File: config.mk
export PLATFORM = sky130hd
export DESIGN_NAME = ping_pong_ctrl_w_flat
export DESIGN_NICKNAME = d
export VERILOG_FILES = /design/src/rtl/ping_pong_ctrl_w_pkg.sv /design/src/rtl/ping_pong_ctrl_w_if.sv /design/src/rtl/ping_pong_ctrl_w_read_seq.sv /design/src/rtl/ping_pong_ctrl_w.sv /design/src/flat_wrapper.sv
export SDC_FILE = /design/constraint.sdc
export NUM_CORES = 1
export LEC_CHECK = 0
export CORE_UTILIZATION = 45
export DETAILED_ROUTE_END_ITERATION = 8
export PLACE_DENSITY = 0.8
export SLEW_MARGIN = 20
export SYNTH_ARGS = -nofsm -noshare
export SYNTH_HDL_FRONTEND = slang
export SYNTH_SLANG_ARGS = --single-unit
export TNS_END_PERCENT = 30
File: constraint.sdc
create_clock -name clk -period 2 [get_ports clk]
set_input_delay 0.4 -clock clk [delete_from_list [all_inputs] [get_ports clk]]
set_output_delay 0.4 -clock clk [all_outputs]
set_load 0.05 [all_outputs]
File: src/rtl/ping_pong_ctrl_w_pkg.sv
// Shared types and default sizing for the west ping-pong buffer controller.
package ping_pong_pkg;

    localparam int PP_TOTAL_DEPTH   = 12;
    localparam int PP_TOTAL_MODULES = 4;
    localparam int PP_ADDR_WIDTH    = 8;
    localparam int PP_READ_LAT      = 2;
    localparam int HALF_DEPTH       = PP_TOTAL_DEPTH / 2;
    localparam int READS_PER_BANK   = HALF_DEPTH * PP_TOTAL_MODULES;
    localparam int PP_SLICE_W       = (PP_TOTAL_MODULES > 1) ? $clog2(PP_TOTAL_MODULES) : 1;

    typedef enum logic {
        RD_IDLE = 1'b0,
        RD_RUN  = 1'b1
    } rd_state_t;

    typedef logic bank_t;

    typedef struct packed {
        logic  valid;
        bank_t bank;
        logic  first;
        logic  last;
    } sa_tag_t;

endpackage

File: src/rtl/ping_pong_ctrl_w_if.sv
// Producer handshake, bank port controls and systolic-array tags of the west controller.
interface ping_pong_ctrl_w_if #(
    parameter int ADDR_WIDTH = 8,
    parameter int SLICE_W    = 2
);
    logic                  in_valid;
    logic                  in_ready;
    logic                  rd_go;
    logic [SLICE_W-1:0]    slicing_idx;
    logic                  bank0_ena, bank0_enb, bank0_wea, bank0_web;
    logic [ADDR_WIDTH-1:0] bank0_addra, bank0_addrb;
    logic                  bank1_ena, bank1_enb, bank1_wea, bank1_web;
    logic [ADDR_WIDTH-1:0] bank1_addra, bank1_addrb;
    logic                  sa_valid, sa_bank, sa_first, sa_last;
    logic [1:0]            bank_full;

    modport slave (
        input  in_valid, rd_go,
        output in_ready, slicing_idx,
        output bank0_ena, bank0_enb, bank0_wea, bank0_web, bank0_addra, bank0_addrb,
        output bank1_ena, bank1_enb, bank1_wea, bank1_web, bank1_addra, bank1_addrb,
        output sa_valid, sa_bank, sa_first, sa_last, bank_full
    );

    modport master (
        output in_valid, rd_go,
        input  in_ready, slicing_idx,
        input  bank0_ena, bank0_enb, bank0_wea, bank0_web, bank0_addra, bank0_addrb,
        input  bank1_ena, bank1_enb, bank1_wea, bank1_web, bank1_addra, bank1_addrb,
        input  sa_valid, sa_bank, sa_first, sa_last, bank_full
    );
endinterface

File: src/rtl/ping_pong_ctrl_w_read_seq.sv
// Read FSM: walks a full bank slice-inner/row-outer and tags each read through
// a READ_LAT-deep delay line so the tags line up with the buffer's dout.
module pp_read_sequencer
    import ping_pong_pkg::*;
#(
    parameter int TOTAL_DEPTH   = PP_TOTAL_DEPTH,
    parameter int TOTAL_MODULES = PP_TOTAL_MODULES,
    parameter int ADDR_WIDTH    = PP_ADDR_WIDTH,
    parameter int READ_LAT      = PP_READ_LAT,
    parameter int SLICE_W       = PP_SLICE_W
) (
    input  logic                  clk,
    input  logic                  rst_n,
    input  logic                  rd_go_i,
    input  logic [1:0]            bank_full_i,
    output logic                  rd_en_o,
    output bank_t                 rd_bank_o,
    output logic [ADDR_WIDTH-1:0] rd_r_o,
    output logic [SLICE_W-1:0]    rd_s_o,
    output logic                  release_o,
    output sa_tag_t               sa_tag_o
);
    localparam logic [ADDR_WIDTH-1:0] R_LAST = ADDR_WIDTH'(TOTAL_DEPTH / 2 - 1);
    localparam logic [SLICE_W-1:0]    S_LAST = SLICE_W'(TOTAL_MODULES - 1);

    rd_state_t             state_q, state_d;
    bank_t                 rd_bank_q, rd_bank_d;
    logic [ADDR_WIDTH-1:0] r_q, r_d;
    logic [SLICE_W-1:0]    s_q, s_d;
    logic                  first_q, first_d;
    logic                  last_s;
    bank_t                 other_bank_s;
    sa_tag_t               tag_s;
    sa_tag_t [READ_LAT-1:0] dl_q;

    // Next-state logic; on the last issue cycle the next bank may start with no idle gap.
    always_comb begin
        state_d      = state_q;
        rd_bank_d    = rd_bank_q;
        r_d          = r_q;
        s_d          = s_q;
        first_d      = 1'b0;
        other_bank_s = ~rd_bank_q;
        last_s       = (state_q == RD_RUN) && (r_q == R_LAST) && (s_q == S_LAST);
        case (state_q)
            RD_IDLE: begin
                if (bank_full_i[rd_bank_q] && rd_go_i) begin
                    state_d = RD_RUN;
                    r_d     = {ADDR_WIDTH{1'b0}};
                    s_d     = {SLICE_W{1'b0}};
                    first_d = 1'b1;
                end else begin
                    state_d = RD_IDLE;
                end
            end
            RD_RUN: begin
                if (last_s) begin
                    rd_bank_d = other_bank_s;
                    r_d       = {ADDR_WIDTH{1'b0}};
                    s_d       = {SLICE_W{1'b0}};
                    if (bank_full_i[other_bank_s] && rd_go_i) begin
                        state_d = RD_RUN;
                        first_d = 1'b1;
                    end else begin
                        state_d = RD_IDLE;
                    end
                end else if (s_q == S_LAST) begin
                    s_d = {SLICE_W{1'b0}};
                    r_d = r_q + ADDR_WIDTH'(1);
                end else begin
                    s_d = s_q + SLICE_W'(1);
                end
            end
            default: begin
                state_d = RD_IDLE;
            end
        endcase
    end

    // State, counters and the one-cycle first-beat marker.
    always_ff @(posedge clk) begin
        if (!rst_n) begin
            state_q   <= RD_IDLE;
            rd_bank_q <= 1'b0;
            r_q       <= {ADDR_WIDTH{1'b0}};
            s_q       <= {SLICE_W{1'b0}};
            first_q   <= 1'b0;
        end else begin
            state_q   <= state_d;
            rd_bank_q <= rd_bank_d;
            r_q       <= r_d;
            s_q       <= s_d;
            first_q   <= first_d;
        end
    end

    assign tag_s = '{valid: (state_q == RD_RUN), bank: rd_bank_q, first: first_q, last: last_s};

    // Tag delay line matching the buffer read latency.
    always_ff @(posedge clk) begin
        if (!rst_n) begin
            dl_q <= {READ_LAT{4'b0000}};
        end else begin
            dl_q[0] <= tag_s;
            for (int i = 1; i < READ_LAT; i++) begin
                dl_q[i] <= dl_q[i-1];
            end
        end
    end

    assign rd_en_o   = (state_q == RD_RUN);
    assign rd_bank_o = rd_bank_q;
    assign rd_r_o    = r_q;
    assign rd_s_o    = s_q;
    assign release_o = last_s;
    assign sa_tag_o  = dl_q[READ_LAT-1];

endmodule

File: src/rtl/ping_pong_ctrl_w.sv
// West ping-pong buffer controller: write fill counter, per-bank full flags and
// port A/B muxing between the producer and the read sequencer.
module ping_pong_ctrl_w
    import ping_pong_pkg::*;
#(
    parameter int TOTAL_DEPTH   = PP_TOTAL_DEPTH,
    parameter int TOTAL_MODULES = PP_TOTAL_MODULES,
    parameter int ADDR_WIDTH    = PP_ADDR_WIDTH,
    parameter int READ_LAT      = PP_READ_LAT
) (
    input logic clk,
    input logic rst_n,
    ping_pong_ctrl_w_if.slave bus
);
    localparam int SLICE_W = (TOTAL_MODULES > 1) ? $clog2(TOTAL_MODULES) : 1;
    localparam logic [ADDR_WIDTH-1:0] WR_LAST  = ADDR_WIDTH'(TOTAL_DEPTH - 1);
    localparam logic [ADDR_WIDTH-1:0] HALF_OFS = ADDR_WIDTH'(TOTAL_DEPTH / 2);

    bank_t                 wr_bank_q, wr_bank_d;
    logic [ADDR_WIDTH-1:0] wr_addr_q, wr_addr_d;
    logic [1:0]            bank_full_q, bank_full_d;
    logic                  in_ready_s, wfire_s, wr_done_s;
    logic [1:0]            set_s, clr_s, wr_sel_s, rd_sel_s;
    logic                  rd_en_s, rd_release_s;
    bank_t                 rd_bank_s;
    logic [ADDR_WIDTH-1:0] rd_r_s, rd_rb_s;
    logic [SLICE_W-1:0]    rd_s_s;
    sa_tag_t               sa_tag_s;

    pp_read_sequencer #(
        .TOTAL_DEPTH  (TOTAL_DEPTH),
        .TOTAL_MODULES(TOTAL_MODULES),
        .ADDR_WIDTH   (ADDR_WIDTH),
        .READ_LAT     (READ_LAT),
        .SLICE_W      (SLICE_W)
    ) u_rd_seq (
        .clk        (clk),
        .rst_n      (rst_n),
        .rd_go_i    (bus.rd_go),
        .bank_full_i(bank_full_q),
        .rd_en_o    (rd_en_s),
        .rd_bank_o  (rd_bank_s),
        .rd_r_o     (rd_r_s),
        .rd_s_o     (rd_s_s),
        .release_o  (rd_release_s),
        .sa_tag_o   (sa_tag_s)
    );

    // Write handshake and fill bookkeeping; a release by the reader and a fill by
    // the writer always hit different banks, so set and clear never collide.
    always_comb begin
        in_ready_s = ~bank_full_q[wr_bank_q];
        wfire_s    = bus.in_valid & in_ready_s;
        wr_done_s  = wfire_s && (wr_addr_q == WR_LAST);
        wr_bank_d  = wr_bank_q;
        wr_addr_d  = wr_addr_q;
        if (wr_done_s) begin
            wr_addr_d = {ADDR_WIDTH{1'b0}};
            wr_bank_d = ~wr_bank_q;
        end else if (wfire_s) begin
            wr_addr_d = wr_addr_q + ADDR_WIDTH'(1);
        end else begin
            wr_addr_d = wr_addr_q;
        end
        set_s       = {wr_done_s & wr_bank_q, wr_done_s & ~wr_bank_q};
        clr_s       = {rd_release_s & rd_bank_s, rd_release_s & ~rd_bank_s};
        bank_full_d = (bank_full_q | set_s) & ~clr_s;
    end

    // Write pointer and full flags.
    always_ff @(posedge clk) begin
        if (!rst_n) begin
            wr_bank_q   <= 1'b0;
            wr_addr_q   <= {ADDR_WIDTH{1'b0}};
            bank_full_q <= 2'b00;
        end else begin
            wr_bank_q   <= wr_bank_d;
            wr_addr_q   <= wr_addr_d;
            bank_full_q <= bank_full_d;
        end
    end

    assign wr_sel_s = {wfire_s & wr_bank_q, wfire_s & ~wr_bank_q};
    assign rd_sel_s = {rd_en_s & rd_bank_s, rd_en_s & ~rd_bank_s};
    assign rd_rb_s  = rd_r_s + HALF_OFS;

    assign bus.in_ready    = in_ready_s;
    assign bus.slicing_idx = rd_s_s;
    assign bus.bank_full   = bank_full_q;

    assign bus.bank0_ena   = wr_sel_s[0] | rd_sel_s[0];
    assign bus.bank0_enb   = rd_sel_s[0];
    assign bus.bank0_wea   = wr_sel_s[0];
    assign bus.bank0_web   = 1'b0;
    assign bus.bank0_addra = wr_sel_s[0] ? wr_addr_q : (rd_sel_s[0] ? rd_r_s : {ADDR_WIDTH{1'b0}});
    assign bus.bank0_addrb = rd_sel_s[0] ? rd_rb_s : {ADDR_WIDTH{1'b0}};

    assign bus.bank1_ena   = wr_sel_s[1] | rd_sel_s[1];
    assign bus.bank1_enb   = rd_sel_s[1];
    assign bus.bank1_wea   = wr_sel_s[1];
    assign bus.bank1_web   = 1'b0;
    assign bus.bank1_addra = wr_sel_s[1] ? wr_addr_q : (rd_sel_s[1] ? rd_r_s : {ADDR_WIDTH{1'b0}});
    assign bus.bank1_addrb = rd_sel_s[1] ? rd_rb_s : {ADDR_WIDTH{1'b0}};

    assign bus.sa_valid = sa_tag_s.valid;
    assign bus.sa_bank  = sa_tag_s.bank;
    assign bus.sa_first = sa_tag_s.first;
    assign bus.sa_last  = sa_tag_s.last;

endmodule

File: src/flat_wrapper.sv
// flat-port wrapper written by rule: the top's interface ports become plain ports
module ping_pong_ctrl_w_flat import ping_pong_pkg::*;
#(
    parameter int TOTAL_DEPTH   = PP_TOTAL_DEPTH,
    parameter int TOTAL_MODULES = PP_TOTAL_MODULES,
    parameter int ADDR_WIDTH    = PP_ADDR_WIDTH,
    parameter int READ_LAT      = PP_READ_LAT
)
  (clk, rst_n, bus_in_valid, bus_rd_go, bus_in_ready, bus_slicing_idx, bus_bank0_ena, bus_bank0_enb, bus_bank0_wea, bus_bank0_web, bus_bank0_addra, bus_bank0_addrb, bus_bank1_ena, bus_bank1_enb, bus_bank1_wea, bus_bank1_web, bus_bank1_addra, bus_bank1_addrb, bus_sa_valid, bus_sa_bank, bus_sa_first, bus_sa_last, bus_bank_full);
  ping_pong_ctrl_w_if #(.ADDR_WIDTH(ADDR_WIDTH), .SLICE_W(2)) bus_i ();
  input logic clk;
  input logic rst_n;
  input wire logic [$bits(bus_i.in_valid)-1:0] bus_in_valid;
  input wire logic [$bits(bus_i.rd_go)-1:0] bus_rd_go;
  output wire logic [$bits(bus_i.in_ready)-1:0] bus_in_ready;
  output wire logic [$bits(bus_i.slicing_idx)-1:0] bus_slicing_idx;
  output wire logic [$bits(bus_i.bank0_ena)-1:0] bus_bank0_ena;
  output wire logic [$bits(bus_i.bank0_enb)-1:0] bus_bank0_enb;
  output wire logic [$bits(bus_i.bank0_wea)-1:0] bus_bank0_wea;
  output wire logic [$bits(bus_i.bank0_web)-1:0] bus_bank0_web;
  output wire logic [$bits(bus_i.bank0_addra)-1:0] bus_bank0_addra;
  output wire logic [$bits(bus_i.bank0_addrb)-1:0] bus_bank0_addrb;
  output wire logic [$bits(bus_i.bank1_ena)-1:0] bus_bank1_ena;
  output wire logic [$bits(bus_i.bank1_enb)-1:0] bus_bank1_enb;
  output wire logic [$bits(bus_i.bank1_wea)-1:0] bus_bank1_wea;
  output wire logic [$bits(bus_i.bank1_web)-1:0] bus_bank1_web;
  output wire logic [$bits(bus_i.bank1_addra)-1:0] bus_bank1_addra;
  output wire logic [$bits(bus_i.bank1_addrb)-1:0] bus_bank1_addrb;
  output wire logic [$bits(bus_i.sa_valid)-1:0] bus_sa_valid;
  output wire logic [$bits(bus_i.sa_bank)-1:0] bus_sa_bank;
  output wire logic [$bits(bus_i.sa_first)-1:0] bus_sa_first;
  output wire logic [$bits(bus_i.sa_last)-1:0] bus_sa_last;
  output wire logic [$bits(bus_i.bank_full)-1:0] bus_bank_full;
  assign bus_i.in_valid = bus_in_valid;
  assign bus_i.rd_go = bus_rd_go;
  assign bus_in_ready = bus_i.in_ready;
  assign bus_slicing_idx = bus_i.slicing_idx;
  assign bus_bank0_ena = bus_i.bank0_ena;
  assign bus_bank0_enb = bus_i.bank0_enb;
  assign bus_bank0_wea = bus_i.bank0_wea;
  assign bus_bank0_web = bus_i.bank0_web;
  assign bus_bank0_addra = bus_i.bank0_addra;
  assign bus_bank0_addrb = bus_i.bank0_addrb;
  assign bus_bank1_ena = bus_i.bank1_ena;
  assign bus_bank1_enb = bus_i.bank1_enb;
  assign bus_bank1_wea = bus_i.bank1_wea;
  assign bus_bank1_web = bus_i.bank1_web;
  assign bus_bank1_addra = bus_i.bank1_addra;
  assign bus_bank1_addrb = bus_i.bank1_addrb;
  assign bus_sa_valid = bus_i.sa_valid;
  assign bus_sa_bank = bus_i.sa_bank;
  assign bus_sa_first = bus_i.sa_first;
  assign bus_sa_last = bus_i.sa_last;
  assign bus_bank_full = bus_i.bank_full;
  ping_pong_ctrl_w #(.TOTAL_DEPTH(TOTAL_DEPTH), .TOTAL_MODULES(TOTAL_MODULES), .ADDR_WIDTH(ADDR_WIDTH), .READ_LAT(READ_LAT)) u_core (.clk(clk), .rst_n(rst_n), .bus(bus_i));
endmodule
==> flow_summary.toml <==
[run_status]
status = "complete, but fails checks"
violations = "setup timing"

[global_route]
track_usage_pct = 26.2
grt_pass1_wl_mm = 8.58
overflow = 0
grt_max_degree = 17
antenna_found_initial = 0
grt_pass1_vias = 1845

[floorplan]
core_um2 = 3770
dieHeight_um = 65.7
start_util_pct = 48.4
die-area_um2 = 4320
ios = 53
placementRows = 22
die_x_um = 65.7

[setup_path]
startpoint = "u_core.bus.bank_full[0]"
rrSetupSlack_ns = 0.14
worstPathCellList = "inv_1 -> and3_2 -> buf_12 -> or2_2 -> buf_12"
cp_slowest_stage_delay_ns = 0.38
crit_required_ns = 1.60
r2r-start = "u_core.u_rd_seq.rd_r_o[1]"
criticalPathCategory = "flop to primary output"
crit_slowest_cell = "dfxtp_2"
worstSetupEndpointType = "primary output"
path_common_cell = "buf_12"
r2r_cells = 7
timing.rr.end = "u_core.u_rd_seq.rd_r_o[4]"
crit_fanout = 16
cp.arrival_ns = 1.60
critPathCapture = "bus_bank0_ena"
worst_setup_path_start_kind = "flop"

[routing]
first_iter_violations = 123
wl_met3_um = 362
wl_met1_mm = 2.24
wl_per_cell_um = 15.6
highest_layer = "met4"
routed-wl-met2_mm = 2.80
drt_pass1_iterations = 4
drc = 0
antenna_left = 0
vias_per_cell = 5.60
routed_wirelength_mm = 5.48
vias = 1959

[finish]
diodes = 0
final_core_util_pct = 84.2
final_common_cell = "buf_12"
area_growth_pct = 73.8
layout-drive-gt1-share_pct = 38.7
finalNetCount = 311
layout_common_cells = "buf_12, nand2_1, nor2_1, dfxtp_1, buf_4"

[timing]
fin_crit_sh_pct = 100
finClkSkew_ns = 0.00922
max_slew_margin_pct = 65.2
worst_slew_pin_slew_ns = 0.521
period_minus_slack_ns = 2.00
whs_ns = 0.440
grt_setup_unrepaired = "yes"
slew_violations = 0
fin_ws_ns = -0.000998
setup_viol_count_final = 1
fmax_mhz = 500
final-hold-violation-count = 0

[logic_synthesis]
seq_area_frac_synth_pct = 35.1
syn_area_per_cell_um2 = 7.71
ys_seq_elements = 32
synth_area_um2 = 1830
ys_warn_count = 0
yosys.cell_types.count = 45
synthCells = 237

[cts]
cts_root_buf = "clkbuf_8"
holdBufCountCts = 0
htree_levels = 2
cts_tree = "done"
clk_path_buf_depth = 2
tritoncts_num_sinks = 32
cts-buffers-inserted = 5
clkLatencyLatePin_ns = 0.29
clkSlewWorstSetupHoldPaths_ns = 0.07

[power_and_ir_drop]
p_leak_uw = 0.00121
ir_worst_vdd_uv = 567
p_per_area_nw_per_um2 = 449

[worst_hold_path]
min_path_type = "flop to flop"
min_path_cells = 1

[place]
gp_congestion = 0.829
numPortBuffers = 50
dp_hpwl_mm = 3.76

[flow_run]
drv_cap = 0
synth_stat cells:
cell type	count	share of area (%)
dfxtp_1	32	35
and4_1	2	0.96
nor2b_1	1	0.34
nor3_1	2	0.55
mux2i_1	1	0.55
nand3_1	8	2.2
or4_1	1	0.41
nand3b_1	1	0.41
clkbuf_1	10	2.1
mux2i_4	1	1.2
o21ai_0	18	4.9
mux2_2	4	2.5
or3_2	1	0.41
a31oi_1	1	0.34
buf_4	2	0.82
nor2_1	31	6.4
nor4b_1	1	0.48
a221oi_2	1	0.82
a211oi_1	1	0.41
o21ai_1	1	0.27
o211ai_1	1	0.41
ha_1	6	4.1
inv_1	12	2.5
nand4b_1	2	0.96
o31ai_1	4	1.6
and2_1	6	2.1
conb_1	1	0.21
nand4_1	4	1.4
xnor2_1	3	1.4
clkbuf_2	1	0.27
or3_1	4	1.4
a22oi_1	1	0.41
and3_1	7	2.4
xor2_1	10	4.8
o221a_2	1	0.62
a21boi_1	1	0.41
or2_2	2	0.68
nor4_1	1	0.34
o22a_1	1	0.48
nand3_4	1	0.96
nor3b_2	1	0.68
a21oi_1	11	3.0
o21a_1	1	0.41
nor3b_1	1	0.41
nand2_1	34	7.0
where the power goes:
part	total, µW	internal, µW	leakage (µW)	switching (µW)
combinational	102	40.2	0.000878	61.4
clock	684	439	0.0000645	245
sequential	641	634	0.000264	6.14
total	1430	1110	0.00121	312
cell type report:
class | instances | area (µm²)
Timing Repair Buffer | 69 | 1030
Clock buffer | 7 | 96.3
Multi-Input combinational cell | 181 | 1240
Fill cell | 213 | 597
Clock inverter | 1 | 30.0
Tap cell | 48 | 60.1
Sequential cell | 32 | 663
Inverter | 12 | 52.6
kinds of logic after synthesis:
| family | count (synthesis) | synth area share [%] |
|---|---|---|
| other | 1 | 0.205 |
| DFF | 32 | 35.1 |
| adders and majority gates | 6 | 4.11 |
| xor gates and xnor gates | 13 | 6.23 |
| and+or+nand+nor | 111 | 30.3 |
| AOI/OAI and AO/OA | 43 | 14.2 |
| muxes | 6 | 4.25 |
| buffers and inverters | 25 | 5.62 |
per-layer routing:
metal | GRT usage [%] | up-vias
li1 | - | 942
met1 | 31.5 | 920
met2 | 43.8 | 89
met3 | 6.77 | 8
met4 | 10.6 | 0
met5 | 0 | -
metrics by stage:
step / cell area, µm² / setup WS, ns / total power, µW / setup TNS, ns / instances
5_1_grt: 3170 / -0.0591 / 1470 / -0.222 / 350
4_1_cts: 3090 / 0.0000135 / 1430 / 0 / 347
3_5_place_dp: 2920 / -0.184 / 761 / -2.48 / 336
2_1_floorplan: 1950 / -0.161 / 720 / -2.19 / 238
3_3_place_gp: 2920 / -0.158 / 760 / -1.99 / 336
6_report: 3170 / -0.000998 / 1430 / -0.000998 / 350
worst min path at each step:
stage	start	end	slack, ns
finish	u_core.u_rd_seq.first_q	u_core.u_rd_seq.dl_q[1]	0.44
global route	u_core.u_rd_seq.first_q	u_core.u_rd_seq.dl_q[1]	0.45
CTS	u_core.u_rd_seq.dl_q[1]	u_core.u_rd_seq.sa_tag_o[1]	0.44
detailed placement	u_core.u_rd_seq.dl_q[2]	u_core.u_rd_seq.sa_tag_o[2]	0.42
global placement	u_core.u_rd_seq.first_q	u_core.u_rd_seq.dl_q[1]	0.42
floorplan	u_core.u_rd_seq.first_q	u_core.u_rd_seq.dl_q[1]	0.41
state kept, by name, indices dropped and copies added (netlist names):
name,cells
u_core.u_rd_seq.rd_en_o,1
u_core.u_rd_seq.dl_q,4
u_core.u_rd_seq.sa_tag_o,4
u_core.u_rd_seq.first_q,1
u_core.bus.bank_full,2
u_core.u_rd_seq.rd_bank_o,1
u_core.wr_addr_q,8
u_core.wr_bank_q,1
u_core.u_rd_seq.rd_r_o,8
u_core.u_rd_seq.rd_s_o,2
worst max-delay path, delay by kind of cell (launching register included):
family        cells  cell delay [ns]
flops             1             0.38
simple gates      2             0.53
buf+inv           3             0.40
repair_timing:
item / in CTS / in global routing
pin swaps: 2 / 4
endpoints found under the setup margin: 29 / 23
endpoints found under the hold margin: 0 / 0
resized for setup: 13 / 19
buffers inserted: 3 / 3
cloned: 0 / 0
No activity file was read; power rests on OpenSTA's default activity.
